[src/rtl/xor_fold_unit.sv]
// xor_fold_unit: single-beat XOR/XNOR operations and multi-beat XOR folding
// behind a ready/valid handshake. Results are registered together with their
// even parity and the number of beats that contributed to them.
module xor_fold_unit #(
    parameter int WIDTH = 8,
    parameter int CNTW  = 8
) (
    input  logic             CLK,
    input  logic             RST,
    input  logic             IN_VALID,
    output logic             IN_READY,
    input  logic [1:0]       OP,
    input  logic             IN_LAST,
    input  logic [WIDTH-1:0] IN0,
    input  logic [WIDTH-1:0] IN1,
    output logic             OUT_VALID,
    input  logic             OUT_READY,
    output logic [WIDTH-1:0] OUT0,
    output logic             OUT_PAR,
    output logic [CNTW-1:0]  OUT_CNT
);

    typedef enum logic [0:0] {
        ST_IDLE = 1'b0,
        ST_FOLD = 1'b1
    } state_t;

    localparam logic [CNTW-1:0] CNT_ONE = {{(CNTW-1){1'b0}}, 1'b1};
    localparam logic [CNTW-1:0] CNT_MAX = {CNTW{1'b1}};

    // Even parity of a data word (XOR reduction).
    function automatic logic parity_of(input logic [WIDTH-1:0] d);
        return ^d;
    endfunction

    // Beat counter increment that sticks at all-ones instead of wrapping.
    function automatic logic [CNTW-1:0] sat_inc(input logic [CNTW-1:0] c);
        logic [CNTW-1:0] r;
        if (c == CNT_MAX) begin
            r = c;
        end else begin
            r = c + CNT_ONE;
        end
        return r;
    endfunction

    state_t           state_r;
    logic [WIDTH-1:0] acc_r;
    logic [CNTW-1:0]  cnt_r;
    logic             out_valid_r;
    logic [WIDTH-1:0] out0_r;
    logic             out_par_r;
    logic [CNTW-1:0]  out_cnt_r;

    logic             accept_s;
    logic             produce_s;
    logic [WIDTH-1:0] result_s;
    logic [CNTW-1:0]  res_cnt_s;
    state_t           state_nxt_s;
    logic [WIDTH-1:0] acc_nxt_s;
    logic [CNTW-1:0]  cnt_nxt_s;

    // The output register can take a new result whenever it is empty or being drained.
    assign IN_READY  = !out_valid_r | OUT_READY;
    assign accept_s  = IN_VALID & IN_READY;

    assign OUT_VALID = out_valid_r;
    assign OUT0      = out0_r;
    assign OUT_PAR   = out_par_r;
    assign OUT_CNT   = out_cnt_r;

    // Decode the accepted beat into a result and the next fold state.
    always_comb begin
        produce_s   = 1'b0;
        result_s    = {WIDTH{1'b0}};
        res_cnt_s   = {CNTW{1'b0}};
        state_nxt_s = state_r;
        acc_nxt_s   = acc_r;
        cnt_nxt_s   = cnt_r;
        if (accept_s) begin
            case (state_r)
                ST_IDLE: begin
                    case (OP)
                        2'b01: begin
                            produce_s = 1'b1;
                            result_s  = ~(IN0 ^ IN1);
                            res_cnt_s = CNT_ONE;
                        end
                        2'b10: begin
                            if (IN_LAST) begin
                                produce_s = 1'b1;
                                result_s  = IN0;
                                res_cnt_s = CNT_ONE;
                            end else begin
                                acc_nxt_s   = IN0;
                                cnt_nxt_s   = CNT_ONE;
                                state_nxt_s = ST_FOLD;
                            end
                        end
                        // XOR, and the reserved code which aliases to XOR.
                        default: begin
                            produce_s = 1'b1;
                            result_s  = IN0 ^ IN1;
                            res_cnt_s = CNT_ONE;
                        end
                    endcase
                end
                ST_FOLD: begin
                    // OP is ignored inside a packet; every beat is fold data.
                    if (IN_LAST) begin
                        produce_s   = 1'b1;
                        result_s    = acc_r ^ IN0;
                        res_cnt_s   = sat_inc(cnt_r);
                        acc_nxt_s   = {WIDTH{1'b0}};
                        cnt_nxt_s   = {CNTW{1'b0}};
                        state_nxt_s = ST_IDLE;
                    end else begin
                        acc_nxt_s = acc_r ^ IN0;
                        cnt_nxt_s = sat_inc(cnt_r);
                    end
                end
                default: begin
                    state_nxt_s = ST_IDLE;
                end
            endcase
        end else begin
            produce_s = 1'b0;
        end
    end

    // Fold state: accumulator, beat count and packet phase; reset drops a partial packet.
    always_ff @(posedge CLK) begin
        if (RST) begin
            state_r <= ST_IDLE;
            acc_r   <= {WIDTH{1'b0}};
            cnt_r   <= {CNTW{1'b0}};
        end else begin
            state_r <= state_nxt_s;
            acc_r   <= acc_nxt_s;
            cnt_r   <= cnt_nxt_s;
        end
    end

    // Output register: load on a new result, clear after a transfer, otherwise hold.
    always_ff @(posedge CLK) begin
        if (RST) begin
            out_valid_r <= 1'b0;
            out0_r      <= {WIDTH{1'b0}};
            out_par_r   <= 1'b0;
            out_cnt_r   <= {CNTW{1'b0}};
        end else if (produce_s) begin
            out_valid_r <= 1'b1;
            out0_r      <= result_s;
            out_par_r   <= parity_of(result_s);
            out_cnt_r   <= res_cnt_s;
        end else if (OUT_READY) begin
            out_valid_r <= 1'b0;
        end else begin
            out_valid_r <= out_valid_r;
        end
    end

endmodule

[config.mk]
export PLATFORM = sky130hd
export DESIGN_NAME = xor_fold_unit
export DESIGN_NICKNAME = d
export VERILOG_FILES = /design/src/rtl/xor_fold_unit.sv
export SDC_FILE = /design/constraint.sdc
export NUM_CORES = 1
export LEC_CHECK = 0
export ABC_AREA = 1
export CORE_ASPECT_RATIO = 0.6
export CORE_UTILIZATION = 53
export CTS_CLUSTER_DIAMETER = 30
export CTS_CLUSTER_SIZE = 28
export DETAILED_ROUTE_END_ITERATION = 7
export HOLD_SLACK_MARGIN = 0.05
export MAX_ROUTING_LAYER = met4
export PLACE_DENSITY_LB_ADDON = 0.25
export SETUP_SLACK_MARGIN = 0.4
export SLEW_MARGIN = 40
export SYNTH_ARGS = -nofsm -noshare
export SYNTH_HDL_FRONTEND = slang
export SYNTH_SLANG_ARGS = --single-unit
[constraint.sdc]
create_clock -name CLK -period 2.5 [get_ports CLK]
set_input_delay 0.5 -clock CLK [delete_from_list [all_inputs] [get_ports CLK]]
set_output_delay 0.5 -clock CLK [all_outputs]
set_load 0.03 [all_outputs]
==> results of run 1 <==
-- repair_timing --
item                                    in CTS  in global routing
resized for setup                            2                 19
endpoints found under the setup margin       2                  1
gates cloned                                 0                  1
pin swaps                                    0                  2
-- state kept, by name, indices dropped and copies added (netlist names) --
signal,flops
OUT0,8
OUT_CNT,8
OUT_PAR,1
OUT_VALID,1
acc_r,8
cnt_r,8
state_r,1
-- worst min path at each step --
stage                            end  slack [ps]  depth (start not counted)
after global placement    OUT_CNT[2]         460                          2
after floorplan             acc_r[6]         460                          2
after CTS                 OUT_CNT[2]         470                          2
final                     OUT_CNT[2]         470                          2
after detailed placement  OUT_CNT[2]         460                          2
after global routing         OUT0[2]         510                          2
-- routing by layer --
layer	vias up	routed length, um	global-route usage (%)
met4	0	62	8.87
met3	10	605	7.21
met5	-	0	-
met2	121	2700	43.5
li1	1272	-	-
met1	1165	3120	40.7
-- through the flow --
step	cell area [um^2]	std cells	worst slack [ps]	util, %	hold WS [ps]
floorplan	2400	373	584	-	456
global placement	2880	472	27.2	68.0	457
detailed placement	2880	472	-64.4	68.0	458
CTS	3000	480	305	70.9	470
global route	3070	481	401	72.4	508
finish	3070	481	511	72.4	470
-- logic make-up (layout without fill, tap and decap cells) --
| family | Yosys count | count (layout) |
|---|---|---|
| xor gates and xnor gates | 12 | 12 |
| DFF | 35 | 35 |
| AOI/OAI and AO/OA | 58 | 58 |
| buffers and inverters | 65 | 113 |
| adders and majority gates | 3 | 3 |
| and+or+nand+nor | 200 | 200 |
-- worst reg2reg max path: cells and delay by family, from the launching register on --
| family | cells | cell delay (ps) |
|---|---|---|
| AND/OR/NAND/NOR | 11 | 840 |
| flip-flops | 1 | 580 |
| buffers and inverters | 5 | 470 |
-- layout make-up --
class,instances,area [um^2]
Clock inverter,3,43.8
Timing Repair Buffer,53,517
Clock buffer,5,68.8
Tap cell,60,75.1
Fill cell,374,1170
Sequential cell,35,701
Multi-Input combinational cell,273,1450
Inverter,52,210
-- cell usage in the layout (no fill, tap or decap) --
cell	count
sky130_fd_sc_hd__nor4_1	1
sky130_fd_sc_hd__nand2_4	2
sky130_fd_sc_hd__buf_2	1
sky130_fd_sc_hd__inv_1	40
sky130_fd_sc_hd__ha_4	2
sky130_fd_sc_hd__nor2_1	24
sky130_fd_sc_hd__inv_6	2
sky130_fd_sc_hd__a22oi_1	7
sky130_fd_sc_hd__clkdlybuf4s50_1	35
sky130_fd_sc_hd__dfxtp_1	35
sky130_fd_sc_hd__o21ai_2	1
sky130_fd_sc_hd__o21ai_0	24
sky130_fd_sc_hd__nand3_1	35
sky130_fd_sc_hd__nand3_2	2
sky130_fd_sc_hd__nand3_4	1
sky130_fd_sc_hd__nor2_2	6
sky130_fd_sc_hd__xnor2_1	6
sky130_fd_sc_hd__ha_1	1
sky130_fd_sc_hd__a21oi_1	18
sky130_fd_sc_hd__inv_2	8
sky130_fd_sc_hd__nand4_1	1
sky130_fd_sc_hd__nand2_1	109
sky130_fd_sc_hd__buf_6	2
sky130_fd_sc_hd__clkbuf_8	5
sky130_fd_sc_hd__nand2_2	12
sky130_fd_sc_hd__a21oi_2	5
sky130_fd_sc_hd__nor2_4	2
sky130_fd_sc_hd__nand2_8	2
sky130_fd_sc_hd__a31oi_1	1
sky130_fd_sc_hd__dlygate4sd2_1	1
sky130_fd_sc_hd__bufinv_16	1
sky130_fd_sc_hd__nand3b_1	3
sky130_fd_sc_hd__clkinv_4	1
sky130_fd_sc_hd__a211oi_1	1
sky130_fd_sc_hd__dlymetal6s2s_1	5
sky130_fd_sc_hd__xor2_1	6
sky130_fd_sc_hd__clkinv_2	1
sky130_fd_sc_hd__buf_4	9
sky130_fd_sc_hd__o221ai_1	1
sky130_fd_sc_hd__inv_4	2
-- power groups by stage --
stage	Sequential (uW)	Combinational, uW	Clock, uW
2_1_floorplan	628	275	0
5_1_grt	600	497	554
6_report	598	454	531
4_1_cts	598	432	525
3_3_place_gp	610	415	0
3_5_place_dp	611	427	0
==> results.txt, run 1 <==
Tracing the worst setup path back leads to its startpoint at state_r. Timing would allow up to 0.503 GHz. After routing, the total negative slack on setup checks comes to 0 ps.

The number of antenna cells inserted is 0. The post-synthesis net count was 399; the internal power contribution was 1050 uW. The setup check on the worst reg-to-reg path leaves a slack of 510 ps. The most frequent cell after synthesis is sky130_fd_sc_hd__nand2_1.

The flow ran to the end, and the final reports show no timing, DRC or antenna violations. Entering global routing, the biggest net connects 22 pins. For this design the total switching power over the nets is 531 uW.

The tools report the detailed-placement wirelength estimate as 4860 um. At the worst endpoint, the arrival time is 2190 ps. TritonCTS built the clock tree. The critical path runs through a total of 16 cells. The tools report the data required time of the worst path as 2700 ps. The minimum period implied by the final worst setup slack came out at 1990 ps.

In the final layout, the share of cells above drive strength 1 is 15.9%. The tools report the total grt overflow as 0. Per report_power, the sequential group accounts for 37.8% of the total. The clock skew was 6.25 ps. The category of the worst setup path capture point was a register. The tools report the number of nets with antenna violations after routing as 0. The max-slew violation count is 0. Overall power consumption after layout is estimated at 1580 uW. The signal on the critical path passes through buf_4 > nand2_8 > nand2_8 > inv_6 > nand2_2 > inv_1 > nand2_2 > nand2_1 > nand2_2 > inv_1 > nand2_1 > nand2_1 > nand2_1 > nand3_1 > nand2_1 > inv_1. For the last weighted congestion value of the routability-driven placer, the log shows 0.884. The most used flip-flop cell after synthesis is sky130_fd_sc_hd__dfxtp_1. The I/O pin total was 42; the die area was 4810 um^2. The critical path ends at OUT_PAR. Summed over all cells, the static leakage comes to 0.00144 uW.

After the last flow step, the layout net total stands at 446. In this run the most critical hold path is launched from OUT_CNT[2]. Among cell families on the critical path, the largest total delay comes from simple AND/OR/NAND/NOR gates.

The part of the total power dissipated in combinational logic is 28.7%, and the total number of vias is 2568. The worst setup path is launched from a register. The buffer levels on the longest clock path was 2; the routed wire length was 6480 um. The tools report the count of mapped cells out of synthesis as 373.

The logs give 0 for the remaining design rule violation count and 0 for the post-CTS repair timing setup buffer count. The tree is rooted in a sky130_fd_sc_hd__clkbuf_8. The final number of hold-violating endpoints is 0, and the highest fanout seen on the critical path is 11. The cell count of the worst reg-to-reg path came out at 16.

Summed over its instances, the top area cell type makes up 29.2% of the synthesized netlist area. The tools report the sequential fraction of the synthesis area as 29.2%. The tree built by TritonCTS fans out to 35 sinks. The Yosys step of the flow raised 0 warnings. Ratio of total power to cell area: 516 nW/um^2. The run gives 2282 as the via count of the first global-routing pass. Switching fraction of total power: 33.5%.

The category of the most critical setup path is reg2reg. Largest family of logic cells by synthesized area: simple AND/OR/NAND/NOR gates. The H-tree generated during clock tree synthesis spans 2 levels.

Yosys mapped a number of flops with a built-in enable equal to 0. The most repeated library cell on the critical path was sky130_fd_sc_hd__nand2_1. Summing the areas of all compound-gate instances in the mapped netlist gives 13.9% of the synthesized area. The starting density of the core was 56.7%; the clock share of power was 33.5%. Max-cap violations in this run came to 0. The number of different library cells used by synthesis comes to 34. Buffers placed on the I/O ports in this run total 41.

Summing the areas of all fa, ha and maj instances in the mapped netlist gives 1.56% of the synthesized area. Relative to the synthesized area, the layout overhead comes to 27.7%. Together, buffers and inverters on the worst path number 5. The run gives 2400 um^2 as the post-synthesis cell area.

The synthesized netlist devotes 38.6% of its cell area to simple gates. Final critical-path share of the clock period: 79.6%. The number of synthesized register bits was 35. sky130_fd_sc_hd__dfxtp_1 takes more of the synthesized area than any other cell.

Async set-reset flop share out of synthesis: 0%. The setup-violating endpoint count in the final report is 0, and the share of cell area taken by muxes after synthesis is 0%. The stage delay of the slowest cell on the critical path is 580 ps, and the detailed-routing iteration count for the pre-antenna-repair pass is 4. For this design, the CTS-stage hold fixing added 0 buffers. The slowest stage of the critical path belongs to the cell sky130_fd_sc_hd__dfxtp_1.

The first global-routing pass estimated 10300 um of wire. In the global route stage, overall resource usage came out at 29.8%. Terminus of the critical flop-to-flop path: OUT_PAR. The xor/xnor cell area share of the yosys netlist works out to 4.38%. Vertical die dimension: 54.1 um. The commonest cells after synthesis are sky130_fd_sc_hd__nand2_1 (114), sky130_fd_sc_hd__inv_1 (41), sky130_fd_sc_hd__nand3_1 (36). The site row count was 18. The tightest min-delay check is of the reg2reg type.

Maximum ir drop on the vdd rail: 286 uV. Averaged over all synthesized cells, the footprint is 6.44 um^2. The insertion delay to the later sink of the worst-skew pair is 300 ps, and the core region area is 4230 um^2.

In this run the horizontal extent of the chip is 88.9 um. The detailed router finished its first iteration with 180 violations. Setup repair after global routing left no endpoint under its margin. For the pin with the worst max-slew slack, the measured transition is 448 ps.

Dividing the detail-routed via count by the number of cells gives 5.34. Headroom to the max-slew limit came out at 70.1%. The number of clock buffers inserted by TritonCTS was 5. The startpoint identified for the worst register-to-register timing path is state_r. The clock-pin slew of the registers on the worst-case setup and hold paths was 80 ps; the detailed-route wire length per cell was 13.5 um. By area the synthesized netlist is led by sky130_fd_sc_hd__dfxtp_1 (29%), sky130_fd_sc_hd__nand2_1 (18%), sky130_fd_sc_hd__nand3_1 (7.5%). Number of antenna violations at the first check in global routing: 0.
No activity file was read; power rests on OpenSTA's default activity.
==> inputs of run 2 (changes only) <==
==> constraint.sdc (replaced) <==
create_clock -name CLK -period 1.9 [get_ports CLK]
set_input_delay 0.38 -clock CLK [delete_from_list [all_inputs] [get_ports CLK]]
set_output_delay 0.38 -clock CLK [all_outputs]
set_load 0.03 [all_outputs]
==> results.txt, run 2 (synthesis gave the netlist of run 1 again) <==
The clock net in this run drives a total of 35 sinks. For the part of the total power dissipated in combinational logic, the log shows 40.6%. On the worst path, the slowest cell contributes a delay of 390 ps.

The logs give 22 for the pin count of the biggest net entering global routing and 0 for the number of antenna cells inserted. The area growth from synthesis to layout came out at 56.8%. In this run the tool buffered the top-level ports with 41 buffer cells. For this design the static power due to leakage is 0.00189 uW.

Before antenna repair, the detailed router went through 8 iterations. The category of the most critical setup path was reg2reg. The run gives 0.546 GHz as the maximum clock frequency.

The switching fraction of total power is 40.0%, and the number of antenna violations at the first check in global routing is 0. Dividing the detail-routed wire length by the instance count gives 21.4 um. STA classifies the critical path endpoint as a register. IR analysis of the VDD net gives a maximum drop of 700 uV.

The max-slew violation count was 0. The final critical-path share of the clock period was 96.3%. The run finished, with violations left. In the layout the commonest cells are sky130_fd_sc_hd__nand2_1 (76), sky130_fd_sc_hd__buf_4 (43), sky130_fd_sc_hd__nand2_2 (39). The final reports fail on DRC. STA puts the critical path data required time at 2160 ps. The min-delay analysis places its worst path in the category reg2reg. The tools report the hold buffer count at cts as 0.

The most repeated library cell on the critical path is sky130_fd_sc_hd__nand2_1. Remaining design rule violation count: 1. TritonCTS built the clock tree. The run gives 916 uW as the switching power. In this run the number of H-tree levels came out at 2. Cell with the biggest individual delay on the critical path: sky130_fd_sc_hd__dfxtp_4. Along the worst path, the maximum fanout reaches 15. Counting the buffers created by CTS gives 5. Across all setup checks in the final design, the least slack found is 69.5 ps. The number of fill cells in the layout was 190; the clock skew was 13.4 ps. Routability-driven placement finished with a final weighted congestion of 0.944. The signal on the critical path passes through inv_6 > nor2_2 > nor2_4 > inv_2 > a21oi_4 > nand2_1 > nand2_1 > nand2_1 > nand2_1 > nand2_2 > nand3_2 > nand2_1 > inv_1. Data on the critical path arrives at its endpoint at 2090 ps.

At the pin with the least slew margin, the transition time is 338 ps. The worst register-to-register path has a setup slack of 70 ps. In this run, the number of DRC markers left after iteration 0 of detailed routing was 482. Setup violations remaining at the end of the flow were counted as 0.

Cell internal power was estimated by the tool at 1370 uW. The root buffer cell chosen for the clock tree is sky130_fd_sc_hd__clkbuf_8. The normalized max-slew margin is 77.3%. The tool flagged a number of max-cap violations equal to 0. Setup total negative slack on the finished layout was measured at 0 ps. After clock tree synthesis, the clock-pin slew on the worst setup and hold paths is 90 ps. The run gives 11300 um as the routed wire length.

The floorplan die width was 88.9 um; the buffer levels on the longest clock path was 2. For this run, the total global-route usage over all layers was measured as 33.0%. For the I/O pin total, the log shows 42.

For this run the aggregate overflow at the end of global routing stands at 0. The die area came out at 4810 um^2. The site row count came out at 18.

For this run, the post-layout net count is 491. The fraction of final layout cells with drive strength greater than 1 came out at 40.3%. In this run the remaining antenna-violating nets after routing total 0. Ratio of total power to cell area: 608 nW/um^2. At the later pin of the worst-skew pair, clock insertion delay measures 300 ps.

Leaving out fill and tap cells, the most frequent cell in the layout is sky130_fd_sc_hd__nand2_1. The starting density of the core came out at 56.7%. The first global-routing pass estimated 11400 um of wire. The HPWL after detailed placement is 5080 um. The routed layout has 3431 vias.

Setup repair after global routing could not meet its margin everywhere. Prior to clock tree synthesis, the placed netlist has a worst setup slack of -451 ps. The detail-routed via count per cell is 6.52, and the clock share of power is 24.8%.

The smallest clock period supported by the final layout is computed as 1830 ps. The final number of hold-violating endpoints came out at 0. Kind of start point of the critical path: a register. The share of total power dissipated in sequential elements is 34.6%. In this run the vertical extent of the chip is 54.1 um. The core region is 4230 um^2. The via count of the first global-routing pass was 2466.
-- run 2: cell count changes in the layout (fill, tap and decap cells not counted), sizes merged --
| cell | previous run | this run |
|---|---|---|
| dlymetal6s2s | 5 | 9 |
| clkinv | 2 | 1 |
| buf | 12 | 59 |
| clkbuf | 5 | 11 |
| clkinvlp | 0 | 1 |
| bufinv | 1 | 0 |
| dlygate4sd2 | 1 | 21 |
| clkdlybuf4s50 | 35 | 1 |
| clkdlybuf4s15 | 0 | 3 |
-- run 2: path summary, 6_finish.rpt --
check | start | endpoint | depth (start not counted)
worst max-delay path | state_r | OUT_PAR | 13
worst min-delay path | OUT_CNT[2] | OUT_CNT[2] | 2
worst max register to register | state_r | OUT_PAR | 13
worst min register to register | OUT_CNT[2] | OUT_CNT[2] | 2
-- run 2: layout make-up --
| cell class | instances | area, um^2 | share of cell area (%) |
|---|---|---|---|
| inverters | 52 | 230 | 6.11 |
| clock inverters | 2 | 12.5 | 0.332 |
| repair buffers | 98 | 908 | 24.1 |
| multi-input cells | 273 | 1750 | 46.6 |
| well taps | 60 | 75.1 | 1.99 |
| flip-flops and latches | 35 | 712 | 18.9 |
| clock buffers | 6 | 72.6 | 1.93 |
-- run 2: timing repair --
| action | CTS | global route |
|---|---|---|
| endpoints found under the setup margin | 54 | 26 |
| resized for setup | 60 | 123 |
| buffers inserted | 10 | 14 |
| pin swaps | 13 | 50 |
| cloned | 0 | 2 |
-- run 2: routing by layer --
| metal | share of wire [%] | vias up | global-route usage, % |
|---|---|---|---|
| met1 | 35 | 1495 | 41.9 |
| li1 | - | 1367 | - |
| met4 | 8.2 | 0 | 8.60 |
| met2 | 41 | 426 | 52.6 |
| met5 | 0 | - | - |
| met3 | 15 | 143 | 8.74 |
-- run 2: power groups by stage --
stage	registers, uW	clock network [uW]	logic (uW)
final	792	568	928
after global routing	792	581	962
after CTS	785	544	655
after detailed placement	803	0	635
after global placement	802	0	620
after floorplan	827	0	372
-- run 2: critical path, delay by kind of cell, from the launching register on --
family / cells / cell delay [ps]
DFF: 1 / 390
and+or+nand+nor: 9 / 920
buffers and inverters: 3 / 300
AOI/OAI and AO/OA: 1 / 180
-- run 2: stage by stage --
stage | total power (uW) | cells | hold slack [ps] | cell area, um^2 | util, %
floorplan | 1200 | 373 | 456 | 2440 | -
global placement | 1420 | 492 | 452 | 3090 | 73.1
detailed placement | 1440 | 492 | 453 | 3090 | 73.1
CTS | 1990 | 510 | 462 | 3300 | 78.0
global route | 2330 | 526 | 510 | 3760 | 88.9
finish | 2290 | 526 | 473 | 3760 | 88.9
==> inputs of run 3 (changes only) <==
--- a/config.mk
+++ b/config.mk
@@ -6,8 +6,10 @@
 export NUM_CORES = 1
 export LEC_CHECK = 0
 export ABC_AREA = 1
+export CELL_PAD_IN_SITES_DETAIL_PLACEMENT = 0
+export CELL_PAD_IN_SITES_GLOBAL_PLACEMENT = 1
 export CORE_ASPECT_RATIO = 0.6
-export CORE_UTILIZATION = 53
+export CORE_UTILIZATION = 37
 export CTS_CLUSTER_DIAMETER = 30
 export CTS_CLUSTER_SIZE = 28
 export DETAILED_ROUTE_END_ITERATION = 7
==> results.txt, run 3 (synthesis gave the netlist of run 1 again) <==
Global routing used 21.1% of the available tracks. The hold buffer count at cts is 0. Minimum period implied by the final worst setup slack: 1590 ps. The run gives 3810 um^2 as the final standard cell area without fillers.

The logs give 2378 for the via count of the first global-routing pass and 0 for the number of antenna cells inserted. For this design the static power due to leakage is 0.00190 uW. The number of nets with antenna violations after routing came out at 0. The leading cell type in the layout, fill and taps excluded was sky130_fd_sc_hd__nand2_1.

The detail-routed via count per cell works out to 4.76. Pin placement for this block handled 42 I/O pins. In the final routed layout, each cell accounts on average for 13.0 um. After the flow finishes, the layout carries non-filler instances totaling 548.

The tools report the category of the worst setup path capture point as a register. Final number of hold-violating endpoints: 0. Measured along the x axis, the die boundary spans 106 um.

The maximum clock frequency is 0.629 GHz, and the core region area is 6190 um^2. The number of clock buffers inserted by TritonCTS was 5; the wire length of the first global-routing pass was 11000 um. The top cell types in the final layout, fill and taps aside, are sky130_fd_sc_hd__nand2_1 (79), sky130_fd_sc_hd__buf_4 (47), sky130_fd_sc_hd__nand2_2 (34).

The data required time of the worst path was 2110 ps; the routed wire length was 7120 um. The clock passes through at most 2 buffers. IR analysis of the VDD net gives a maximum drop of 389 uV. Once the floorplan was initialized, standard cells occupied 38.8% of the core.

After clock tree synthesis, the clock-pin slew on the worst setup and hold paths is 80 ps. Class of the tightest hold or removal check: reg2reg. The first routing iteration left 159 violations.

The tightest hold path in the finished design has a slack of 472 ps. The detailed-routing iteration count for the pre-antenna-repair pass was 4. The routed layout has 2610 vias. The ratio of total power to cell area was 601 nW/um^2. The final critical-path share of the clock period was 83.7%.

Relative to the synthesized area, the layout overhead comes to 58.7%. The clock skew is 9.18 ps, and the vertical die dimension is 64.4 um. For this run, the post-layout net count is 489.

The kind of start point of the critical path is a register. The tools report the die area as 6830 um^2. The actual transition at the worst max-transition pin came out at 354 ps. For the pin count of the biggest net entering global routing, the log shows 22. Setup repair after global routing could not meet its margin everywhere. The logs give 0 for the number of antenna violations at the first check in global routing and 0 for the total grt overflow.

Detailed placement finished with a half-perimeter wire length of 5170 um. The tools report the clock tree root buffer cell as sky130_fd_sc_hd__clkbuf_8. The last weighted congestion value of the routability-driven placer is 0.818, and the H-tree depth is 2.

The logs give 1810 ps for the arrival time reported for the critical path endpoint and 290 ps for the insertion delay to the later sink of the worst-skew pair. The logs give 3150 um^2 for the post-place instance area and 0 for the remaining design rule violation count. The site row count is 22.

Port buffering added 41 buffers. The run gives 0 as the max-slew violation count. The category of the most critical setup path is reg2reg. Along the worst path, the maximum fanout reaches 3. TritonCTS built the clock tree. Setup violations remaining at the end of the flow were counted as 0.

The clock sink total is 35. The post-placement cell count came out at 519. The worst pin sits at a relative slew slack of 76.4%. The tools report the max capacitance violation total as 0. Cells with a size suffix above 1 make up 39.2% of the layout. The run finished with clean final reports.
-- run 3: cell types whose count changed in the layout (fill, tap and decap cells not counted), sizes merged --
cell / change
clkinv: +1
inv: -1
bufinv: +1
dlymetal6s2s: -1
buf: -2
clkinvlp: -1
dlygate4sd2: +1
-- run 3: area by class of cell --
cell class                 instances  area (um^2)
multi-input combinational        273         1750
clock inverter                     2         35.0
sequential                        35          716
tap                               84          105
inverter                          52          233
timing repair buffer              96          895
clock buffer                       6         82.6
fill                             590         2380
-- run 3: repair_timing --
action | 4_1_cts | 5_1_grt
endpoints found under the setup margin | 53 | 27
buffers inserted | 9 | 11
gates cloned | 0 | 1
pin swaps | 17 | 36
resized for setup | 68 | 108
-- run 3: worst paths after layout --
check	slack, ps	startpoint	endpoint	depth (start not counted)
worst max-delay path	310	cnt_r[0]	cnt_r[4]	12
worst min-delay path	470	OUT0[1]	OUT0[1]	2
worst max register to register	310	cnt_r[0]	cnt_r[4]	12
worst min register to register	470	OUT0[1]	OUT0[1]	2
-- run 3: metal layers --
| metal | wire length, um | track usage [%] |
|---|---|---|
| met1 | 3740 | 30.1 |
| met4 | 13 | 2.60 |
| met2 | 2990 | 31.3 |
| met3 | 373 | 4.18 |
| met5 | 0 | - |
-- run 3: worst max-delay path, stage by stage, from the launching register on --
cell and delay, ps:
sky130_fd_sc_hd__dfxtp_4 370, sky130_fd_sc_hd__ha_4 170, sky130_fd_sc_hd__nand2_4 70, sky130_fd_sc_hd__inv_2 30, sky130_fd_sc_hd__nand3_2 60, sky130_fd_sc_hd__inv_2 50, sky130_fd_sc_hd__nand3_4 80, sky130_fd_sc_hd__inv_4 60
sky130_fd_sc_hd__nor2_4 140, sky130_fd_sc_hd__nand2_2 90, sky130_fd_sc_hd__xnor2_2 200, sky130_fd_sc_hd__nand2_1 70, sky130_fd_sc_hd__a21oi_1 130
-- run 3: report_power, final --
part	leakage [uW]	switching [uW]	total (uW)	internal [uW]
logic	0.00156	447	795	347
registers	0.000288	20.3	781	761
clock network	0.0000612	289	714	425
-- run 3: stage by stage --
step | utilization, % | setup TNS (ps) | power [uW] | setup slack, ps
floorplan | - | 0 | 1200 | 242
global placement | 50.8 | -3300 | 1440 | -441
detailed placement | 50.8 | -4510 | 1450 | -471
CTS | 55.4 | 0 | 2180 | 229
global route | 61.5 | 0 | 2410 | 200
finish | 61.5 | 0 | 2290 | 310
